**config.mk**
```make
export PLATFORM = sky130hd
export DESIGN_NAME = doppler_tracker_mc
export DESIGN_NICKNAME = d
export VERILOG_FILES = /design/src/rtl/doppler_tracker_mc.sv
export SDC_FILE = /design/constraint.sdc
export NUM_CORES = 1
export LEC_CHECK = 0
export BUFFER_PORTS_ARGS = -buffer_cell sky130_fd_sc_hd__buf_2
export CORE_UTILIZATION = 41
export CTS_CLUSTER_SIZE = 28
export DETAILED_ROUTE_END_ITERATION = 10
export GPL_TIMING_DRIVEN = 1
export MAX_ROUTING_LAYER = met4
export SYNTH_ARGS = -nofsm -noshare
export SYNTH_HDL_FRONTEND = slang
export SYNTH_SLANG_ARGS = --single-unit
```
**constraint.sdc**
```tcl
create_clock -name clk -period 7.6 [get_ports clk]
set_clock_uncertainty 0.2 [all_clocks]
set_input_delay 1.52 -clock clk [delete_from_list [all_inputs] [get_ports clk]]
set_output_delay 1.52 -clock clk [all_outputs]
set_load 0.005 [all_outputs]
```
**src/rtl/doppler_tracker_mc.sv**
```systemverilog
// -----------------------------------------------------------------------------
// doppler_tracker_mc
//   Multi-channel Doppler velocity tracker. Each accepted radar point carries a
//   16-bit phase and a channel id. The block differences the phase against the
//   last phase seen on that channel (modulo 2^16, signed), scales the
//   difference to a velocity with saturation, and optionally smooths it per
//   channel with an exponential filter.
//
//   Pipeline: S1 (phase difference) -> output register. Both stages advance
//   only when the output register is empty or being consumed.
//
// Ports
//   clk          in   rising-edge clock
//   reset        in   synchronous active-low reset
//   in_valid     in   clean_point carries a point
//   in_ready     out  point accepted this cycle when in_valid is high
//   clean_point  in   128-bit radar point (phase and channel-id fields)
//   flush        in   clear all per-channel history
//   velocity     out  signed 16-bit velocity
//   vel_ch       out  channel of velocity (zero-extended)
//   vel_first    out  result is the first sample of its channel
//   vel_sat      out  velocity was clamped
//   vel_valid    out  output is valid
//   vel_ready    in   downstream accepts the output
// -----------------------------------------------------------------------------
module doppler_tracker_mc #(
    parameter int NUM_CH       = 4,
    parameter int PHASE_OFFSET = 0,
    parameter int CH_OFFSET    = 120,
    parameter int VEL_SCALE    = 256,
    parameter int VEL_SHIFT    = 8,
    parameter int AVG_SHIFT    = 2
) (
    input  logic               clk,
    input  logic               reset,
    input  logic               in_valid,
    output logic               in_ready,
    input  logic [127:0]       clean_point,
    input  logic               flush,
    output logic signed [15:0] velocity,
    output logic [3:0]         vel_ch,
    output logic               vel_first,
    output logic               vel_sat,
    output logic               vel_valid,
    input  logic               vel_ready
);

    localparam int                CH_W    = (NUM_CH > 1) ? $clog2(NUM_CH) : 1;
    // With a single channel every point maps to index 0.
    localparam logic [CH_W-1:0]   CH_MASK = CH_W'(NUM_CH - 1);
    localparam logic signed [15:0] SCALE_C = 16'(VEL_SCALE);

    // Phase difference modulo 2^16 reinterpreted as signed handles both the
    // 0x7FFF/0x8000 and 0xFFFF/0x0000 wrap points.
    function automatic logic signed [15:0] phase_diff(input logic [15:0] cur,
                                                      input logic [15:0] prev);
        logic [15:0] raw;
        raw        = cur - prev;
        phase_diff = $signed(raw);
    endfunction

    // Clamp a 32-bit value to 16-bit signed; bit 16 flags that clamping happened.
    function automatic logic [16:0] sat16(input logic signed [31:0] v);
        if (v > 32'sd32767) begin
            sat16 = {1'b1, 16'h7FFF};
        end else if (v < -32'sd32768) begin
            sat16 = {1'b1, 16'h8000};
        end else begin
            sat16 = {1'b0, v[15:0]};
        end
    endfunction

    // avg + ((x - avg) >>> AVG_SHIFT) with a 17-bit difference so the
    // subtraction cannot overflow; the result always lies between avg and x.
    function automatic logic signed [15:0] smooth(input logic signed [15:0] avg,
                                                  input logic signed [15:0] x);
        logic signed [16:0] delta;
        logic signed [16:0] stepv;
        logic signed [16:0] sum;
        delta  = {x[15], x} - {avg[15], avg};
        stepv  = delta >>> AVG_SHIFT;
        sum    = {avg[15], avg} + stepv;
        smooth = sum[15:0];
    endfunction

    // Stage S1 registers
    logic                     s1_valid_q, s1_valid_d;
    logic signed [15:0]       s1_diff_q,  s1_diff_d;
    logic                     s1_first_q, s1_first_d;
    logic [CH_W-1:0]          s1_ch_q,    s1_ch_d;

    // Output registers
    logic                     vel_valid_q, vel_valid_d;
    logic signed [15:0]       vel_q,       vel_d;
    logic [3:0]               vel_ch_q,    vel_ch_d;
    logic                     vel_first_q, vel_first_d;
    logic                     vel_sat_q,   vel_sat_d;

    // Per-channel history
    logic [15:0]              prev_phase_q [NUM_CH];
    logic [15:0]              prev_phase_d [NUM_CH];
    logic [NUM_CH-1:0]        seen_q, seen_d;
    logic signed [15:0]       avg_q [NUM_CH];
    logic signed [15:0]       avg_d [NUM_CH];

    // Combinational helpers
    logic                     en_s;
    logic                     accept_s;
    logic [15:0]              phase_s;
    logic [CH_W-1:0]          ch_s;
    logic                     first_s;
    logic signed [15:0]       diff_s;
    logic signed [31:0]       prod_s;
    logic signed [31:0]       scaled_s;
    logic [16:0]              sat_s;
    logic signed [15:0]       result_s;

    // Handshake and S1 input: field extraction and phase difference.
    always_comb begin
        en_s     = !vel_valid_q || vel_ready;
        accept_s = in_valid && en_s;
        phase_s  = clean_point[PHASE_OFFSET +: 16];
        ch_s     = clean_point[CH_OFFSET +: CH_W] & CH_MASK;
        // A flush in the accept cycle makes this point the channel's first.
        first_s  = flush || !seen_q[ch_s];
        if (first_s) begin
            diff_s = 16'sd0;
        end else begin
            diff_s = phase_diff(phase_s, prev_phase_q[ch_s]);
        end
    end

    // Output-stage arithmetic: gain, shift, saturate, optional smoothing.
    always_comb begin
        prod_s   = $signed({{16{s1_diff_q[15]}}, s1_diff_q}) *
                   $signed({{16{SCALE_C[15]}}, SCALE_C});
        scaled_s = prod_s >>> VEL_SHIFT;
        sat_s    = sat16(scaled_s);
        if ((AVG_SHIFT > 0) && !s1_first_q) begin
            result_s = smooth(avg_q[s1_ch_q], $signed(sat_s[15:0]));
        end else begin
            result_s = $signed(sat_s[15:0]);
        end
    end

    // Next-state for both pipeline stages and the per-channel history.
    always_comb begin
        s1_valid_d   = s1_valid_q;
        s1_diff_d    = s1_diff_q;
        s1_first_d   = s1_first_q;
        s1_ch_d      = s1_ch_q;
        vel_valid_d  = vel_valid_q;
        vel_d        = vel_q;
        vel_ch_d     = vel_ch_q;
        vel_first_d  = vel_first_q;
        vel_sat_d    = vel_sat_q;
        prev_phase_d = prev_phase_q;
        seen_d       = seen_q;
        avg_d        = avg_q;

        if (en_s) begin
            s1_valid_d  = accept_s;
            s1_diff_d   = diff_s;
            s1_first_d  = first_s;
            s1_ch_d     = ch_s;
            vel_valid_d = s1_valid_q;
            if (s1_valid_q) begin
                vel_d       = result_s;
                vel_ch_d    = 4'(s1_ch_q);
                vel_first_d = s1_first_q;
                vel_sat_d   = sat_s[16];
                if (AVG_SHIFT > 0) begin
                    avg_d[s1_ch_q] = result_s;
                end else begin
                    avg_d = avg_q;
                end
            end else begin
                vel_d = vel_q;
            end
        end else begin
            s1_valid_d = s1_valid_q;
        end

        // Flush wins over the output-stage average write at the same edge.
        if (flush) begin
            seen_d = {NUM_CH{1'b0}};
            for (int c = 0; c < NUM_CH; c++) begin
                avg_d[c] = 16'sd0;
            end
        end else begin
            seen_d = seen_d;
        end

        // Accept updates history at the same edge so the next point on this
        // channel differences against this phase.
        if (accept_s) begin
            prev_phase_d[ch_s] = phase_s;
            seen_d[ch_s]       = 1'b1;
        end else begin
            seen_d = seen_d;
        end
    end

    // State registers with synchronous active-low reset.
    always_ff @(posedge clk) begin
        if (!reset) begin
            s1_valid_q  <= 1'b0;
            s1_diff_q   <= 16'sd0;
            s1_first_q  <= 1'b0;
            s1_ch_q     <= {CH_W{1'b0}};
            vel_valid_q <= 1'b0;
            vel_q       <= 16'sd0;
            vel_ch_q    <= 4'd0;
            vel_first_q <= 1'b0;
            vel_sat_q   <= 1'b0;
            seen_q      <= {NUM_CH{1'b0}};
            for (int c = 0; c < NUM_CH; c++) begin
                prev_phase_q[c] <= 16'h0000;
                avg_q[c]        <= 16'sd0;
            end
        end else begin
            s1_valid_q   <= s1_valid_d;
            s1_diff_q    <= s1_diff_d;
            s1_first_q   <= s1_first_d;
            s1_ch_q      <= s1_ch_d;
            vel_valid_q  <= vel_valid_d;
            vel_q        <= vel_d;
            vel_ch_q     <= vel_ch_d;
            vel_first_q  <= vel_first_d;
            vel_sat_q    <= vel_sat_d;
            seen_q       <= seen_d;
            prev_phase_q <= prev_phase_d;
            avg_q        <= avg_d;
        end
    end

    assign in_ready  = en_s;
    assign velocity  = vel_q;
    assign vel_ch    = vel_ch_q;
    assign vel_first = vel_first_q;
    assign vel_sat   = vel_sat_q;
    assign vel_valid = vel_valid_q;

endmodule

```
# Word-level counts from Yosys, hierarchy flattened
# Index checks and enable logic that the tools add are counted.
[word_totals] wordCells=65 input_bits=133 regBits=173 output_inout_bits=24
[classes] n_lt_le_gt_ge=8 n_mux=22 bitwise=4 reduce_logical=10 add_sub_neg=3
[ops] cell="$bwmux W64" n=2
[ops] cell="$mux W16" n=8
[ops] cell="$bmux W16 S2" n=2
[ops] cell="$demux W16 S2" n=2
[ops] cell="$mux W17" n=2
[ops] cell="$sub A16 B16 Y17" n=1
[ops] cell="$add A16 B15 Y16" n=1
[ops] cell="$gt A16 B16 Y1 const B" n=1
[ops] cell="$lt A16 B16 Y1 const B" n=1
[ops] cell="$sub A16 B16 Y16" n=1
[ops] cell="$mux W4" n=2
[ops] cell="$ge A3 B3 Y1 const B" n=2
[ops] cell="$lt A3 B1 Y1 const B" n=2
[ops] cell="$not A2 Y3" n=2
[ops] cell="$logic_and A1 B1 Y1" n=4
[ops] cell="$or A4 B4 Y4" n=1
[ops] cell="$lt A2 B3 Y1 const B" n=1
[ops] cell="$bmux W1 S2" n=1
[ops] cell="$demux W1 S2" n=1
[ops] cell="$ge A2 B1 Y1 const B" n=1
[ops] cell="$logic_not A1 Y1" n=2
[ops] cell="$logic_or A1 B1 Y1" n=2
[ops] cell="$mux W1" n=2
[ops] cell="$reduce_and A2 Y1" n=1
[ops] cell="2 further kinds" n=2

# Logic depth before layout (Yosys ltp)
[depth] depth_word=8 depth_mapped=24

# Least setup slack after synthesis
# OpenSTA, ideal clock, no wires.
[synth_timing] path_type="reg-to-reg" startpoint="register s1_ch_q[0]" endpoint="register avg_q[15] in the netlist's numbering" stages_incl_launch_ff=25 slack_ns=1.938 required_time_ns=7.326 arrival_ns=5.387 n_path_buf=3 synth_period_minus_slack_ns=5.662 path_cell_list="dfxtp_1 -> buf_6 -> buf_2 -> buf_1 -> mux4_2 -> inv_1 -> ha_1 -> or3_1 -> o2bb2ai_1 -> o41a_1 -> a21boi_1 -> o21ai_0 -> nand2b_1 -> maj3_1 -> a31oi_1 -> xnor2_1 -> ha_1 -> or4_1 -> a31oi_1 -> o31ai_1 -> a31oi_1 -> nand2_1 -> or3_1 -> and4b_4 -> a31oi_1"
[synth_between] elab_chain_len=8 word_cells_on_any_way=13 cone_classes="2 x add/sub; 2 x order compare; 7 x mux; 1 x bitwise; 1 x reduce/logical"
[synth_rtl] element="from (decl)" line_no="90" rtl="logic [CH_W-1:0] s1_ch_q, s1_ch_d;"
[synth_rtl] element="from (signal assigned)" line_no="210" rtl="s1_ch_q <= {CH_W{1'b0}};"
[synth_rtl] element="from (signal assigned)" line_no="225" rtl="s1_ch_q <= s1_ch_d;"
[synth_rtl] element="$not A2 Y3 (not written as such) (*)" line_no="140, 173"
[synth_rtl] element="$bmux W16 S2" line_no="140" rtl="result_s = smooth(avg_q[s1_ch_q], $signed(sat_s[15:0]));"
[synth_rtl] element="$mux W16 (not written as such) (2 in series)" line_no="140"
[synth_rtl] element="$sub A16 B16 Y17" line_no="80" rtl="delta = {x[15], x} - {avg[15], avg};"
[synth_rtl] element="$add A16 B15 Y16" line_no="82" rtl="sum = {avg[15], avg} + stepv;"
[synth_rtl] element="$mux W16" line_no="139" rtl="if ((AVG_SHIFT > 0) && !s1_first_q) begin"
[synth_rtl] element="$bwmux W64 (*)" line_no="173" rtl="avg_d[s1_ch_q] = result_s;"
[synth_rtl] element="to (signal assigned)" line_no="233" rtl="avg_q <= avg_d;"
[synth_rtl] element="to (decl)" line_no="103" rtl="logic signed [15:0] avg_q [NUM_CH];"
# Mark *: on every way between the ends. The rest lies on a longest branch, timed or not. The select of a mux whose other input is x is not followed.
# A chain may end at the register's enable or synchronous reset.

# Worst setup path in the final report
[layout_timing] startpoint="register s1_ch_q[0]" endpoint="register avg_q[14] in the netlist's numbering"
# The elaborated chain is that of the path after synthesis.

==> results.md <==
- I/O pins: 157
- Die Width: 152.0 µm
- Largest net degree at the start of global routing: 75
- Grt total ovfl: 0
- Residual DRC: 2
- Violated checks: design-rule violations
- Pwr dens: 215.5 nW/µm²
- Worst EP required: approximately 7700 ps
- CTS tree: done
- TritonCTS Buffers: 17
- Commonest non-fill, non-tap cell in the layout: nand2_1
- Port-buffer cells: between 40 and 50
- Vias in the first global route: 7054
- Asr flop ratio synth: 0%
- Sum Neg Setup Slack: 0 ps
- Yosys cell types: 59
- Final setup viols: 0
- Avg Cell Area, Syn: 8.660 µm²
- Mapped Cells: 1065
- Initial drt markers: around 420
- Synthesized flop and latch total: 173
- Ant. Diodes: 0
- Post CTS Setup Buffer Count: 0
- # fillers: 2097
- Final clock period utilization by the worst path: 77.97%
- Clock buffer depth: 2
- HPWL after detailed placement: 14630 µm
- NumNets Final: 1245
- Grt peak-use layer: met2
- Via count: 7307
- Max_cap viols: 0
- CTS root buf: clkbuf_16
- Initial core utilization: 42.00%
- CTS Sinks: 173
- Die Footprint: 23100 µm²
- Max Fclk: 168.8 MHz
- Syn. warnings: 0
- Pwr Total: roughly 2.2 mW
- Max H-tree Level: 4
- Top_reg_cell synth: dfxtp_1
- Hold_buf cts: 0
- Row count: 54
- Vias per Instance: 5.373
- Met1 GRT Util: 27.35%
- 1st-pass router iterations: 8
- M2 GR Usage: 31.61%
- Antenna Nets Post-Route: 0
- First-pass GRT wire length: 36360 µm
- Leak Pwr: about 3.8 nW
- Initial antenna violation count: 0
- Hold Path Depth: 2
- Area delta synth->final: 10.79%
- Total Routing Usage GR: 20.31%
- Peak VDD IR: 0.1400 mV
- FF-to-FF path depth: 21
- Crit-path max FO: 24
- Die height: 152.0 µm
- Share of layout cells above drive strength 1: roughly an eighth
- Hold Path Class: flip-flop to flip-flop
- Met3 Use GR: 2.767%
- Clock latency on the worst-skew pair: 430 ps
- Most frequent cells in the layout: nand2_1, dfxtp_1, nor2_1
- Slew of the pin with the lowest slew margin: 1173 ps
- GPL Wtd Cong: around 0.86
- Post-synth EDFFs: 0
- Critical path class: flip-flop to flip-flop
- CORE AREA: 21960 µm²
- Slew Viols, Final: 0
- Status: finished with violations
- Kind of end point of the critical path: flip-flop
- Sequential area share after synthesis: 37.55%
- # resized after CTS: 0
- Final hold vios: 0
- Tmin final: between 5000 and 6000 ps
- Final WL: 21760 µm
- Unrepaired setup endpoints after global routing: no
- Area of the mapped netlist: 9223 µm²
- Wire per inst: 16.00 µm
- Crit path DAT: 6000 ps
- Startpoint class of the critical path: flip-flop
- Worst-path clk slew: ~70 ps
- Slew margin rel.: a little over a fifth
cell type report:
type	count	area [µm²]	share of cell area [%]
well taps	280	350.3	3.429
clock buffers	18	429.2	4.200
flip-flops and latches	173	3463	33.90
repair buffers	56	310.3	3.037
inverters	46	172.7	1.690
multi-input cells	773	5310	51.97
clock inverters	14	181.4	1.776
logic make-up after synthesis:
group | count (synthesis) | synth area share, %
buf+inv | 120 | 5.128
flops | 173 | 37.55
compound gates | 278 | 20.40
simple gates | 355 | 16.66
mux | 48 | 9.646
fa+ha+maj | 47 | 6.485
other cells | 1 | 0.04066
xor+xnor | 43 | 4.084
metal layers:
metal | vias up | wire (µm)
met5 | - | 0
met4 | 0 | 354
met3 | 23 | 708
met2 | 146 | 9850
met1 | 3430 | 10850
li1 | 3708 | -
where the power goes:
group / switching, mW / internal [mW] / total (mW)
clock: 0.385 / 0.525 / 0.911
sequential: 0.0165 / 0.932 / 0.948
combinational: 0.206 / 0.137 / 0.343
total: 0.608 / 1.59 / 2.20
critical path, stage by stage, from the launching register on:
cell and delay (ps):
dfxtp_1 310, buf_4 370, mux4_2 370, inv_1 60
ha_1 200, or3_1 300, o2bb2ai_1 310, o41a_1 270
a21boi_1 120, o21ai_0 290, nand2b_1 100, maj3_1 390
xor2_1 160, ha_1 320, o21a_1 130, a21oi_1 80
o21ai_0 520, a211oi_1 180, o41ai_1 470, xnor2_1 170
o21a_1 330, a21oi_1 100
per-stage QoR:
step	setup slack [ps]	utilization, %	instances	hold WS, ps	instance area [µm²]
2_1_floorplan	1938	-	1066	233.2	9226
3_3_place_gp	1732	43.75	1328	244.1	9607
3_5_place_dp	1754	43.75	1328	248.9	9607
4_1_cts	1712	46.53	1360	257.4	10220
5_1_grt	1241	46.53	1360	265.4	10220
6_report	1674	46.53	1360	254.1	10220
sequential cells by signal, summed over array words and instances, names as in the netlist:
| name | count |
|---|---|
| seen_q | 4 |
| vel_sat | 1 |
| vel_valid | 1 |
| s1_valid_q | 1 |
| s1_first_q | 1 |
| vel_first | 1 |
| s1_ch_q | 2 |
| vel_ch | 2 |
| s1_diff_q | 16 |
| velocity | 16 |
| avg_q | 64 |
| prev_phase_q | 64 |
final timing paths:
| kind | slack [ps] | to | from |
|---|---|---|---|
| worst max register to register | 1670 | avg_q[14] | s1_ch_q[0] |
| worst min-delay path | 250 | avg_q[55] | avg_q[55] |
| worst min register to register | 250 | avg_q[55] | avg_q[55] |
| worst max-delay path | 1670 | avg_q[14] | s1_ch_q[0] |
cell usage after synthesis, types with 2 or more instances:
library cell / n / area (µm²)
o31ai_1: 3 / 22.52
o21ai_0: 43 / 215.2
buf_1: 5 / 18.77
mux2_2: 4 / 45.04
a22oi_1: 11 / 82.58
nor3_1: 11 / 55.05
nand2_1: 187 / 701.9
o21a_1: 4 / 30.03
buf_4: 2 / 15.01
a21o_1: 10 / 75.07
nand4_1: 2 / 12.51
o41a_1: 2 / 22.52
nor2b_1: 17 / 106.4
clkbuf_1: 60 / 225.2
o211a_1: 9 / 90.09
mux2i_1: 12 / 120.1
dfxtp_1: 173 / 3463
a21boi_0: 76 / 570.6
nand2b_1: 10 / 62.56
and3_1: 7 / 43.79
buf_2: 6 / 30.03
nand3_1: 11 / 55.05
a31oi_1: 8 / 50.05
a211oi_1: 40 / 300.3
xnor2_1: 30 / 262.8
and2_1: 4 / 25.02
a21oi_2: 2 / 17.52
or3_1: 8 / 50.05
nor2_1: 86 / 322.8
ha_1: 43 / 538.0
o21bai_1: 5 / 37.54
nor3b_1: 4 / 30.03
o41ai_1: 2 / 17.52
mux4_2: 31 / 698.2
fa_1: 2 / 40.04
xor2_1: 13 / 113.9
a21oi_1: 52 / 260.3
maj3_1: 2 / 20.02
o211ai_1: 4 / 30.03
inv_1: 45 / 168.9
Power figures use the tool's default switching activity.
